## src/rtl/morph_frame_ctrl.sv

```systemverilog
// Frame-level controller for an erosion/dilation pipeline: latches the morphology
// mode at frame start, measures input geometry and waits for the pipeline to drain.
module morph_frame_ctrl #(
  parameter int EXP_W     = 640,
  parameter int EXP_H     = 480,
  parameter int DRAIN_MAX = 4096,
  parameter int CNT_W     = 12
) (
  input  logic             pixelclk,
  input  logic             rst,
  input  logic             en,
  input  logic             cfg_valid,
  input  logic [2:0]       cfg_mode,
  input  logic             err_clr,
  input  logic             i_vs,
  input  logic             i_hs,
  input  logic             i_de,
  input  logic             p_vs,
  output logic             ero_en,
  output logic             dil_en,
  output logic             order,
  output logic             busy,
  output logic             cfg_ack,
  output logic             cfg_err,
  output logic [15:0]      frame_cnt,
  output logic [CNT_W-1:0] o_width,
  output logic [CNT_W-1:0] o_height,
  output logic             err_geom,
  output logic             err_timeout
);

  localparam int               DW      = $clog2(DRAIN_MAX + 1);
  localparam logic [CNT_W-1:0] CNT_MAX = '1;
  localparam logic [CNT_W-1:0] EXP_WC  = CNT_W'(EXP_W);
  localparam logic [CNT_W-1:0] EXP_HC  = CNT_W'(EXP_H);
  localparam logic [DW-1:0]    DRAIN_LAST = DW'(DRAIN_MAX - 1);

  typedef enum logic [1:0] {
    IDLE  = 2'd0,
    ARM   = 2'd1,
    RUN   = 2'd2,
    DRAIN = 2'd3
  } state_t;

  // state is the observable FSM register for checkers and debug probes.
  state_t state;
  state_t state_nxt;

  logic             vs_q, pvs_q, hs_q;
  logic             vs_rise, vs_fall, pvs_fall, hs_fall;
  logic [2:0]       pend_mode, act_mode;
  logic [CNT_W-1:0] pix_cnt, line_cnt;
  logic [DW-1:0]    drain_cnt;
  logic             go_run, end_run, frame_done, drain_tmo;
  logic             cfg_legal;

  // cfg_valid is a fire-and-forget strobe with no ready: every asserted cycle is
  // one write, accepted into pending if legal, otherwise answered by cfg_err.
  assign cfg_legal = (cfg_mode <= 3'd4);

  assign vs_rise  = i_vs & ~vs_q;
  assign vs_fall  = ~i_vs & vs_q;
  assign pvs_fall = ~p_vs & pvs_q;
  assign hs_fall  = ~i_hs & hs_q;

  always_comb begin
    state_nxt  = state;
    go_run     = 1'b0;
    end_run    = 1'b0;
    frame_done = 1'b0;
    drain_tmo  = 1'b0;
    case (state)
      IDLE: if (en) state_nxt = ARM;
      ARM: begin
        if (!en) begin
          state_nxt = IDLE;
        end else if (vs_rise) begin
          go_run    = 1'b1;
          state_nxt = RUN;
        end
      end
      RUN: begin
        if (vs_fall) begin
          end_run   = 1'b1;
          state_nxt = DRAIN;
        end
      end
      DRAIN: begin
        if (pvs_fall) begin
          frame_done = 1'b1;
          state_nxt  = en ? ARM : IDLE;
        end else if (drain_cnt == DRAIN_LAST) begin
          drain_tmo = 1'b1;
          state_nxt = en ? ARM : IDLE;
        end
      end
      default: state_nxt = IDLE;
    endcase
  end

  always_comb begin
    {ero_en, dil_en, order} = 3'b000;
    case (act_mode)
      3'd1:    {ero_en, dil_en, order} = 3'b100;
      3'd2:    {ero_en, dil_en, order} = 3'b010;
      3'd3:    {ero_en, dil_en, order} = 3'b110;
      3'd4:    {ero_en, dil_en, order} = 3'b111;
      default: {ero_en, dil_en, order} = 3'b000;
    endcase
  end

  always_ff @(posedge pixelclk) begin
    if (rst) begin
      state       <= IDLE;
      vs_q        <= 1'b0;
      pvs_q       <= 1'b0;
      hs_q        <= 1'b0;
      pend_mode   <= 3'd0;
      act_mode    <= 3'd0;
      busy        <= 1'b0;
      cfg_ack     <= 1'b0;
      cfg_err     <= 1'b0;
      frame_cnt   <= 16'd0;
      pix_cnt     <= '0;
      line_cnt    <= '0;
      drain_cnt   <= '0;
      o_width     <= '0;
      o_height    <= '0;
      err_geom    <= 1'b0;
      err_timeout <= 1'b0;
    end else begin
      state   <= state_nxt;
      vs_q    <= i_vs;
      pvs_q   <= p_vs;
      hs_q    <= i_hs;
      busy    <= (state_nxt == RUN) || (state_nxt == DRAIN);
      cfg_ack <= go_run && (pend_mode != act_mode);
      cfg_err <= cfg_valid && !cfg_legal;

      // A write landing on the frame-start edge goes to pending only, so the
      // frame starting now still uses the previously pending mode.
      if (go_run) act_mode <= pend_mode;
      if (cfg_valid && cfg_legal) pend_mode <= cfg_mode;

      if (state == DRAIN) drain_cnt <= drain_cnt + 1'b1;
      else                drain_cnt <= '0;

      if (frame_done) frame_cnt <= frame_cnt + 16'd1;

      if (end_run) begin
        o_height <= line_cnt;
        pix_cnt  <= '0;
        line_cnt <= '0;
      end else if (state == RUN) begin
        if (hs_fall && (pix_cnt != '0)) begin
          o_width <= pix_cnt;
          pix_cnt <= '0;
          if (line_cnt != CNT_MAX) line_cnt <= line_cnt + 1'b1;
        end else if (i_de && (pix_cnt != CNT_MAX)) begin
          pix_cnt <= pix_cnt + 1'b1;
        end
      end

      if (end_run && ((o_width != EXP_WC) || (line_cnt != EXP_HC))) err_geom <= 1'b1;
      else if (err_clr)                                          err_geom <= 1'b0;

      if (drain_tmo)    err_timeout <= 1'b1;
      else if (err_clr) err_timeout <= 1'b0;
    end
  end

endmodule

```

## config.mk

```make
export PLATFORM = sky130hd
export DESIGN_NAME = morph_frame_ctrl
export DESIGN_NICKNAME = d
export VERILOG_FILES = /design/src/rtl/morph_frame_ctrl.sv
export SDC_FILE = /design/constraint.sdc
export NUM_CORES = 1
export LEC_CHECK = 0
export BUFFER_PORTS_ARGS = -buffer_cell sky130_fd_sc_hd__buf_2
export CELL_PAD_IN_SITES_DETAIL_PLACEMENT = 0
export CELL_PAD_IN_SITES_GLOBAL_PLACEMENT = 1
export CORE_MARGIN = 2
export CORE_UTILIZATION = 39
export DETAILED_ROUTE_END_ITERATION = 10
export GPL_TIMING_DRIVEN = 0
export HOLD_SLACK_MARGIN = 0.02
export PLACE_DENSITY_LB_ADDON = 0.1
export REMOVE_ABC_BUFFERS = 1
export SLEW_MARGIN = 20
export SYNTH_ARGS = -nofsm -noshare
export SYNTH_HDL_FRONTEND = slang
export SYNTH_SLANG_ARGS = --single-unit
```

## constraint.sdc

```tcl
create_clock -name pixelclk -period 1.95 [get_ports pixelclk]
set_clock_uncertainty 0.1 [all_clocks]
set_input_delay 0.2925 -clock pixelclk [delete_from_list [all_inputs] [get_ports pixelclk]]
set_output_delay 0.2925 -clock pixelclk [all_outputs]
set_load 0.03 [all_outputs]
```

==> metrics.cfg <==
[detailed_routing]
via_per_inst=5.01
ant_nets=0
drt_pass1_iterations=4
routed_wl_um=8860
vias=3330
drc=0
drtIter0Drc=131
wl_per_cell_um=13.3

[place]
postPlaceCellArea_sq_um=4440
port_buffers=59
place_hpwl_um=6070
pre_cts_slack_ns=-0.283
gp_congestion=0.836

[die]
core_region_area_sq_um=10200
ios=60
die_x_um=106
start_util=0.398
fp.dieH_um=106
die-area_sq_um=11300
rows=37

[yosys]
async_reset_ff_frac=0
netlist_area_sq_um=4080
synth_edf_count=0
synth_flop_cell=dfxtp_1
avgSynthCellArea_sq_um=8.80
ys_warn_count=0
ys_seq_elements=93
synth_cells=463
ys_seq_area_frac=0.457
synth.distinct_cells=53

[global_route]
antenna_found_initial=0
grt_pass1_wl_um=14700
grt_max_degree=61
globalRouteOverflowTotal=0
track_usage=0.161
grt_pass1_vias=3093

[clock_tree]
clockRootBuffer=clkbuf_8
insertion_delay_ns=0.35
cts_tree=yes
path_clk_slew_ns=0.10
cts_buffer_depth=2
clock-sinks=93
numCtsBuffers=9
cts_max_level=3

[status]
status=finished with violations
violations=negative setup slack

[layout]
layout_common_cells=dfxtp_1, nor2_1, nand2_1
post-route-util=0.478
drive_gt1_frac=0.236
final_common_cell=dfxtp_1
fin_area_sq_um=4890
n_antenna_cell=0
area_growth_pct=20.1
fin_nets=542

[critical_path]
start_kind=flip-flop
cp_max_fo=6
critPathRequiredTime_ns=2.06
cp.arrival_ns=2.21
crit_type=flip-flop to flip-flop
rrSetupSlack_ns=-0.14
end_kind=flip-flop

[sta]
hold_violations=0
slew_headroom=0.521
fin_crit_sh=1.07
setup_violations=26
worstMarginPinSlew_ns=0.718
setup_slack_ns=-0.145
rsz0062_at_grt=true
max_clock_freq_ghz=0.477
drv_slew=0
finalWorstPathRequiredPeriod_ns=2.09

[pwr]
power_leakage_nw=1.92
p_per_area_nw_per_um2=695
p_total_mw=3.40
peakVddDrop_mv=0.296

[min_path]
hold_path_class=primary input to flip-flop

[job]
maxCapViolCount=0

==> layer usage <==
| metal | GRT usage | share of wire | up-vias |
|---|---|---|---|
| met4 | 0.0508 | 0.0093 | 0 |
| li1 | - | - | 1717 |
| met1 | 0.213 | 0.49 | 1565 |
| met2 | 0.265 | 0.47 | 39 |
| met3 | 0.0319 | 0.031 | 9 |
| met5 | 0 | 0 | - |
==> where the power goes <==
part           switching (mW)  internal, mW
Clock                   0.681         0.637
Combinational          0.0939        0.0531
Sequential             0.0220          1.91
==> cells by family (layout without fill, tap and decap cells) <==
logic type	count (synthesis)	in the layout	synth area share
flip-flops	93	93	0.457
adder cells (fa/ha/maj)	6	6	0.0184
XOR/XNOR	43	43	0.0924
AO/OA/AOI/OAI	47	47	0.0700
buffers and inverters	26	90	0.0322
AND/OR/NAND/NOR	232	234	0.291
multiplexers	16	16	0.0393
==> state kept, by name (all words and copies together), names as in the netlist, 2 cells and up <==
signal and flops:
act_mode 3, drain_cnt 13, frame_cnt 16, line_cnt 12, o_height 12, o_width 12, pend_mode 3, pix_cnt 12
state 2
==> stage by stage <==
| stage | cells | setup TNS, ns | hold WS, ns |
|---|---|---|---|
| after floorplan | 446 | -0.913 | 0.262 |
| after global placement | 641 | -7.82 | 0.332 |
| after detailed placement | 641 | -8.19 | 0.342 |
| after CTS | 664 | -3.81 | 0.0595 |
| after global routing | 665 | -5.43 | 0.0731 |
| final | 665 | -2.78 | 0.0794 |
==> worst paths after layout <==
check,startpoint,endpoint,cells past startpoint
hold reg to reg,o_height[9],o_height[9],2
hold / removal,p_vs,pvs_q,2
setup reg to reg,pix_cnt[0],o_width[3],7
setup / recovery,pix_cnt[0],o_width[3],7
==> timing repair <==
item | 4_1_cts | 5_1_grt
setup buffers | 6 | 0
gates resized for setup | 14 | 28
pin swaps | 5 | 9
hold buffers | 0 | 0
gates cloned | 1 | 1
setup endpoints to repair | 39 | 50
==> worst max-delay path, stage by stage, from the launching register on <==
cell and delay, ns:
dfxtp_4 0.36, inv_2 0.06, ha_4 0.11, or4b_4 0.45
or3_4 0.42, nand3_4 0.18, mux2i_1 0.21, nor2_1 0.06
==> final cells by class <==
class / instances / area [sq um]
Fill cell: 1058 / 5340
Inverter: 9 / 33.8
Clock buffer: 10 / 138
Sequential cell: 93 / 1870
Clock inverter: 6 / 68.8
Tap cell: 136 / 170
Multi-Input combinational cell: 346 / 2260
Timing Repair Buffer: 65 / 350
==> Yosys cell counts, drive strengths merged (2+ instances only) <==
cell    instances  share of area
nand2          61          0.057
a211oi          2         0.0037
nand2b          3         0.0046
nor4            9          0.014
o31ai           4          0.011
mux2i          16          0.039
nor4bb          2         0.0049
and4            6          0.013
dfxtp          93           0.46
nor2           69          0.064
and4bb          2         0.0061
or3             6          0.011
a21oi          24          0.029
and2            3         0.0046
buf             3         0.0086
inv             9         0.0083
nand3b          5         0.0092
nor3b           2         0.0037
clkbuf         14          0.015
xnor2          15          0.032
xor2           28          0.060
nor2b           5         0.0077
ha              6          0.018
nand3          19          0.026
or4             2         0.0046
o21ai          11          0.014
and3            9          0.014
nor3           10          0.012
nand4          12          0.018
(Power assumes the default switching activity.)
